[src/rtl/keypad_pkg.sv]
`default_nettype none
// ============================================================================
//  Module   : keypad_pkg
//  Purpose  : Shared types, operator codes and key-map decode for the keypad
//             front end and the calculator controller.
//  Contents : scan_state_t  - scanner FSM state encoding
//             OP_*          - operator codes (one-hot, OP_NONE = all zero)
//             key_info_t    - decoded meaning of one key position
//             decode_key()  - (row, col) -> key_info_t
//  Revision : 1.0 - initial release
// ============================================================================
package keypad_pkg;

    typedef enum logic [1:0] {
        SCAN         = 2'd0,
        DEBOUNCE     = 2'd1,
        EMIT         = 2'd2,
        WAIT_RELEASE = 2'd3
    } scan_state_t;

    localparam logic [2:0] OP_NONE = 3'b000;
    localparam logic [2:0] OP_ADD  = 3'b001;
    localparam logic [2:0] OP_SUB  = 3'b010;
    localparam logic [2:0] OP_MULT = 3'b100;

    typedef enum logic [2:0] {
        KEY_NONE  = 3'd0,
        KEY_DIGIT = 3'd1,
        KEY_OP    = 3'd2,
        KEY_EQUAL = 3'd3,
        KEY_CLEAR = 3'd4
    } key_kind_t;

    typedef struct packed {
        key_kind_t  kind;
        logic [3:0] digit;
        logic [2:0] op;
    } key_info_t;

    // Key map, rows top to bottom:
    //   r0: 1 2 3 +   r1: 4 5 6 -   r2: 7 8 9 *   r3: C 0 = (unused)
    function automatic key_info_t decode_key(input logic [1:0] row,
                                             input logic [1:0] col);
        key_info_t k;
        k.kind  = KEY_NONE;
        k.digit = 4'd0;
        k.op    = OP_NONE;
        case ({row, col})
            4'h0: begin k.kind = KEY_DIGIT; k.digit = 4'd1; end
            4'h1: begin k.kind = KEY_DIGIT; k.digit = 4'd2; end
            4'h2: begin k.kind = KEY_DIGIT; k.digit = 4'd3; end
            4'h3: begin k.kind = KEY_OP;    k.op    = OP_ADD;  end
            4'h4: begin k.kind = KEY_DIGIT; k.digit = 4'd4; end
            4'h5: begin k.kind = KEY_DIGIT; k.digit = 4'd5; end
            4'h6: begin k.kind = KEY_DIGIT; k.digit = 4'd6; end
            4'h7: begin k.kind = KEY_OP;    k.op    = OP_SUB;  end
            4'h8: begin k.kind = KEY_DIGIT; k.digit = 4'd7; end
            4'h9: begin k.kind = KEY_DIGIT; k.digit = 4'd8; end
            4'hA: begin k.kind = KEY_DIGIT; k.digit = 4'd9; end
            4'hB: begin k.kind = KEY_OP;    k.op    = OP_MULT; end
            4'hC: k.kind = KEY_CLEAR;
            4'hD: begin k.kind = KEY_DIGIT; k.digit = 4'd0; end
            4'hE: k.kind = KEY_EQUAL;
            default: k.kind = KEY_NONE;
        endcase
        return k;
    endfunction

endpackage
`default_nettype wire

[src/rtl/sync2.sv]
`default_nettype none
// ============================================================================
//  Module   : sync2
//  Purpose  : Generic two-flop synchroniser for asynchronous level inputs.
//  Ports    : clk  - destination clock
//             nRST - asynchronous active-low reset (flops load RESET_VAL)
//             d    - asynchronous input bus
//             q    - synchronised output bus (two cycles of latency)
//  Revision : 1.0 - initial release
// ============================================================================
module sync2 #(
    parameter int               WIDTH     = 4,
    parameter logic [WIDTH-1:0] RESET_VAL = '1
) (
    input  logic             clk,
    input  logic             nRST,
    input  logic [WIDTH-1:0] d,
    output logic [WIDTH-1:0] q
);

    logic [WIDTH-1:0] r_meta;
    logic [WIDTH-1:0] r_sync;

    always_ff @(posedge clk or negedge nRST) begin
        if (!nRST) begin
            r_meta <= RESET_VAL;
            r_sync <= RESET_VAL;
        end else begin
            r_meta <= d;
            r_sync <= r_meta;
        end
    end

    assign q = r_sync;

endmodule
`default_nettype wire

[src/rtl/keypad_scanner.sv]
`default_nettype none
// ============================================================================
//  Module   : keypad_scanner
//  Purpose  : Scans a 4x4 active-low matrix keypad, debounces press and
//             release, and turns each accepted press into exactly one
//             calculator event.
//  Ports    : clk            - system clock
//             nRST           - asynchronous active-low reset
//             col_in[3:0]    - column returns, active-low, asynchronous
//             row_out[3:0]   - row drive, active-low, one row low at a time
//             keypad_input   - last digit, valid with read_input
//             read_input     - one-cycle digit strobe
//             operator_input - held operator code (OP_* in keypad_pkg)
//             equal_input    - one-cycle '=' strobe
//             clear_pulse    - one-cycle clear strobe
//  Revision : 1.0 - initial release
// ============================================================================
module keypad_scanner
    import keypad_pkg::*;
#(
    parameter int SCAN_DIV     = 1000,
    parameter int DEBOUNCE_CNT = 50000
) (
    input  logic       clk,
    input  logic       nRST,
    input  logic [3:0] col_in,
    output logic [3:0] row_out,
    output logic [3:0] keypad_input,
    output logic       read_input,
    output logic [2:0] operator_input,
    output logic       equal_input,
    output logic       clear_pulse
);

    localparam int c_DIV_W = (SCAN_DIV > 1) ? $clog2(SCAN_DIV) : 1;
    localparam int c_DEB_W = (DEBOUNCE_CNT > 1) ? $clog2(DEBOUNCE_CNT) : 1;
    localparam logic [c_DIV_W-1:0] c_DIV_LAST = c_DIV_W'(SCAN_DIV - 1);
    localparam logic [c_DEB_W-1:0] c_DEB_LAST = c_DEB_W'(DEBOUNCE_CNT - 1);

    logic [3:0]         col_s;
    scan_state_t        r_state;
    logic [c_DIV_W-1:0] r_div;
    logic [c_DEB_W-1:0] r_cnt;
    logic [1:0]         r_row_idx;
    logic [1:0]         r_key_row;
    logic [1:0]         r_key_col;
    logic [1:0]         w_low_col;
    key_info_t          w_key;

    sync2 #(
        .WIDTH     (4),
        .RESET_VAL (4'hF)
    ) u_col_sync (
        .clk  (clk),
        .nRST (nRST),
        .d    (col_in),
        .q    (col_s)
    );

    // Lowest-indexed low column wins when several keys share the row.
    always_comb begin
        w_low_col = 2'd0;
        for (int i = 3; i >= 0; i--) begin
            if (!col_s[i]) w_low_col = 2'(i);
        end
    end

    assign w_key = decode_key(r_key_row, r_key_col);

    always_ff @(posedge clk or negedge nRST) begin
        if (!nRST) begin
            r_state        <= SCAN;
            r_div          <= '0;
            r_cnt          <= '0;
            r_row_idx      <= 2'd0;
            row_out        <= 4'b1110;
            r_key_row      <= 2'd0;
            r_key_col      <= 2'd0;
            keypad_input   <= 4'd0;
            read_input     <= 1'b0;
            operator_input <= OP_NONE;
            equal_input    <= 1'b0;
            clear_pulse    <= 1'b0;
        end else begin
            // Strobes are single-cycle; only EMIT raises them.
            read_input  <= 1'b0;
            equal_input <= 1'b0;
            clear_pulse <= 1'b0;

            case (r_state)
                SCAN: begin
                    if (r_div == c_DIV_LAST) begin
                        r_div <= '0;
                        if (col_s != 4'hF) begin
                            r_key_row <= r_row_idx;
                            r_key_col <= w_low_col;
                            r_cnt     <= '0;
                            r_state   <= DEBOUNCE;
                        end else begin
                            r_row_idx <= r_row_idx + 2'd1;
                            row_out   <= {row_out[2:0], row_out[3]};
                        end
                    end else begin
                        r_div <= r_div + 1'b1;
                    end
                end

                DEBOUNCE: begin
                    // Only the latched column matters; a bounce back high
                    // drops the candidate and resumes scanning.
                    if (col_s[r_key_col]) begin
                        r_div     <= '0;
                        r_row_idx <= r_row_idx + 2'd1;
                        row_out   <= {row_out[2:0], row_out[3]};
                        r_state   <= SCAN;
                    end else if (r_cnt == c_DEB_LAST) begin
                        r_cnt   <= '0;
                        r_state <= EMIT;
                    end else begin
                        r_cnt <= r_cnt + 1'b1;
                    end
                end

                EMIT: begin
                    case (w_key.kind)
                        KEY_DIGIT: begin
                            keypad_input <= w_key.digit;
                            read_input   <= 1'b1;
                        end
                        KEY_OP:    operator_input <= w_key.op;
                        KEY_EQUAL: equal_input    <= 1'b1;
                        KEY_CLEAR: begin
                            clear_pulse    <= 1'b1;
                            operator_input <= OP_NONE;
                        end
                        default: ;
                    endcase
                    r_cnt   <= '0;
                    r_state <= WAIT_RELEASE;
                end

                WAIT_RELEASE: begin
                    // Any low column (including other keys) restarts the
                    // release window, so nothing new is seen until all up.
                    if (col_s != 4'hF) begin
                        r_cnt <= '0;
                    end else if (r_cnt == c_DEB_LAST) begin
                        r_cnt     <= '0;
                        r_div     <= '0;
                        r_row_idx <= r_row_idx + 2'd1;
                        row_out   <= {row_out[2:0], row_out[3]};
                        r_state   <= SCAN;
                    end else begin
                        r_cnt <= r_cnt + 1'b1;
                    end
                end

                default: r_state <= SCAN;
            endcase
        end
    end

endmodule
`default_nettype wire
[config.mk]
export PLATFORM = sky130hd
export DESIGN_NAME = keypad_scanner
export DESIGN_NICKNAME = d
export VERILOG_FILES = /design/src/rtl/keypad_pkg.sv /design/src/rtl/sync2.sv /design/src/rtl/keypad_scanner.sv
export SDC_FILE = /design/constraint.sdc
export NUM_CORES = 1
export LEC_CHECK = 0
export CAP_MARGIN = 10
export CORE_MARGIN = 2
export CORE_UTILIZATION = 30
export CTS_BUF_LIST = sky130_fd_sc_hd__clkbuf_16
export CTS_CLUSTER_DIAMETER = 60
export DETAILED_ROUTE_END_ITERATION = 7
export HOLD_SLACK_MARGIN = 0.15
export PLACE_DENSITY = 0.48
export RECOVER_POWER = 50
export SLEW_MARGIN = 25
export SYNTH_ARGS = -nofsm -noshare
export SYNTH_HDL_FRONTEND = slang
export SYNTH_HIERARCHICAL = 1
export SYNTH_SLANG_ARGS = --single-unit
[constraint.sdc]
create_clock -name clk -period 6.99 [get_ports clk]
set_input_delay 1.398 -clock clk [delete_from_list [all_inputs] [get_ports clk]]
set_output_delay 1.398 -clock clk [all_outputs]
set_load 0.005 [all_outputs]
==> reports/metrics.csv <==
metric,value,unit
Synth area leaders,"dfrtp_1 38%, dfstp_2 9.9%, o21ai_0 5.6%",
worst skew pair latency,0.30,ns
Worst R2R Setup Slack,4.32,ns
Worst path max stage delay,2.13,ns
final global-route overflow total,0,
initial detailed-routing violation count,123,
critical path arrival,3.62,ns
gate count of the mapped netlist,304,
Seq pwr share,54.4,%
Clk network pwr share,43.9,%
Tightest Hold Check Type,register to register,
clk buf depth,2,
WL/cell,14.4,um
asr flop ratio synth,100,%
"worst slack, placed",4.33,ns
# fillers,1012,
Combinational Power Share,1.8,%
Avg Vias per Cell,5.26,
Syn Nets,312,
CTS Sinks,56,
WP buf/inv,2,
worst-path fanout max,56,
Worst EP required,6.73,ns
post-route cell area,3400,um^2
Synth area leader,dfrtp_1,
"EDFF count, synth",0,
Die Area,10600,um^2
Switching Fraction,22.6,%
via count,2371,
min Tclk post-route,3.88,ns
Worst slew margin,-101,%
antenna diode count,0,
Std-Cell Rows,36,
Worst Tran Pin Value,3.01,ns
synth warn,6,
fmax,258,MHz
drt pass-1 iters,4,
syn_area_per_cell,9.64,um^2
Worst-path clk slew,0.08,ns
area grow syn2layout,16.0,%
initial antenna violation count,0,
Die X,103,um
synthesized flop and latch total,56,
detailed placement HPWL,4.35,mm
fraction of layout cells with a size suffix above 1,11.9,%
internal power,0.000469,W
placer congestion estimate,0.767,
post-route ant nets,0,
first-pass GRT wire length,11.2,mm
CP Class,input pin to asynchronous set/reset pin,
"CP delay by family, top",buffers and inverters,
Hold Buf Count CTS,0,
final hold vios,0,
share of the synthesized area in the top cell type,38.4,%
initial core utilization,30.4,%
CORE AREA,9640,um^2
slowest CP cell,clkbuf_1,
Slew Limit Fails,57,
CP Cell Sequence,buf_2 -> clkbuf_1,
Clock Tree Root,clkbuf_16,
status,"finished, violations left",
vias in the first global route,2291,
Peak VDD IR,0.0885,mV
height of the die,103,um
CTS Buf Count,5,
register area share after synthesis,48.3,%
CP Capture Type,asynchronous set/reset pin,
critical path launch point type,input pin,
ys flop type,dfrtp_1,
Post CTS Setup Buffer Count,0,
# resized after CTS,0,
largest net degree at the start of global routing,57,
Pleak,1.37,nW
setup slack after layout,3.11,ns
RSZ-0062 raised after global routing,false,
Power Dens Cells,178,nW/um^2
setup violators final,0,
skew final,0.00938,ns
Final Util,35.3,%
Post-route DRC,0,
max_cap viols,1,
hold slack,0.357,ns
Netlist cell types,57,
Boundary Pins,20,
drt total wl,6.51,mm
total track usage,13.3,%
CTS tree,done,
IO buf count,19,
post-placement cell area,3240,um^2
Psw,0.000137,W
Setup TNS,0,ns
# nets final,325,
CTS H-Tree Depth,2,
Synth Cell Area,2930,um^2
failing checks,"max-capacitance violations, max-slew violations",
final worst path period share,55.5,%
## worst paths after layout
path | from | to | cells after the start
max | nRST | r_div[4] | 2
min | u_col_sync/r_meta[2] | u_col_sync/q[2] | 0
max reg2reg | r_key_col[0] | r_cnt[13] | 5
min reg2reg | u_col_sync/r_meta[2] | u_col_sync/q[2] | 0
max in group clk | row_out[1] | row_out[1] | 1
min in group asynchronous | nRST | keypad_input[3] | 2
## worst reg2reg max path, cell delays in order (launching register included)
cell      delay, ns
dfrtp_1        0.70
mux4_2         0.63
nor2b_1        0.45
a211oi_4       0.18
or4_1          0.52
mux2i_1        0.12
## per-layer routing
layer  up-vias  wire length, um  track usage (%)
met2        57             3070             22.0
met3         9              241             2.31
met1      1148             3110             17.8
li1       1157                -                -
met5         -                0                0
met4         0               87             4.15
## cell usage in the layout (no fill, tap or decap), types with 4 or more instances in the layout
cell type        instances
and4_1                   4
inv_1                    7
nor2_1                  23
mux2_4                   4
o21ai_0                 33
clkbuf_16                5
nor3_1                  10
clkdlybuf4s50_1         14
o31ai_1                  5
and3_1                   7
a22o_1                   4
dlygate4sd3_1            4
nand4_1                  7
dfrtp_1                 45
dfstp_2                 11
a211oi_1                 6
nand3_1                 15
a21oi_1                 16
nand2_1                 33
## logic make-up after synthesis
logic type	synth area share [%]
and+or+nand+nor	22.4
AOI/OAI and AO/OA	19.9
DFF	48.3
buffers and inverters	3.07
muxes	4.31
xor gates and xnor gates	1.20
adders and majority gates	0.853
## state kept, by name, indices dropped and copies added, names as in the netlist, 3 cells and up, named ones only
signal             flops
r_cnt                 16
r_div                 10
keypad_input           4
row_out                4
u_col_sync/q           4
u_col_sync/r_meta      4
operator_input         3
## Yosys cell counts (3+ instances only)
cell       n
a211oi_1   6
a21oi_1   16
a22o_1     4
a22oi_1    3
a31oi_1    3
and3_1     7
and4_1     4
buf_2      3
clkbuf_1  11
dfrtp_1   45
dfstp_2   11
inv_1      7
mux2_2     3
mux2_4     4
nand2_1   33
nand2b_1   3
nand3_1   15
nand3b_1   3
nand4_1    7
nor2_1    23
nor3_1    10
nor4_1     3
o21ai_0   33
o31ai_1    5
## layout make-up
cell class	count	area [um^2]	area share [%]
repair buffers	22	204	6.00
clock inverters	3	28.8	0.847
multi-input cells	225	1430	42.2
flip-flops and latches	56	1420	41.6
inverters	7	26.3	0.773
clock buffers	5	125	3.68
well taps	133	166	4.90
## power by group through the flow
stage | Combinational (W) | Sequential (W) | Clock (W)
floorplan | 0.00000204 | 0.000335 | 0
global placement | 0.0000120 | 0.000336 | 0
detailed placement | 0.0000121 | 0.000336 | 0
CTS | 0.0000122 | 0.000330 | 0.000276
global route | 0.0000128 | 0.000330 | 0.000289
finish | 0.0000107 | 0.000330 | 0.000266
## stage by stage
stage          total power, W  cells
2_1_floorplan        0.000338    304
3_3_place_gp         0.000348    443
3_5_place_dp         0.000348    443
4_1_cts              0.000619    451
5_1_grt              0.000632    451
6_report             0.000607    451
No activity file was read; power rests on OpenSTA's default activity.
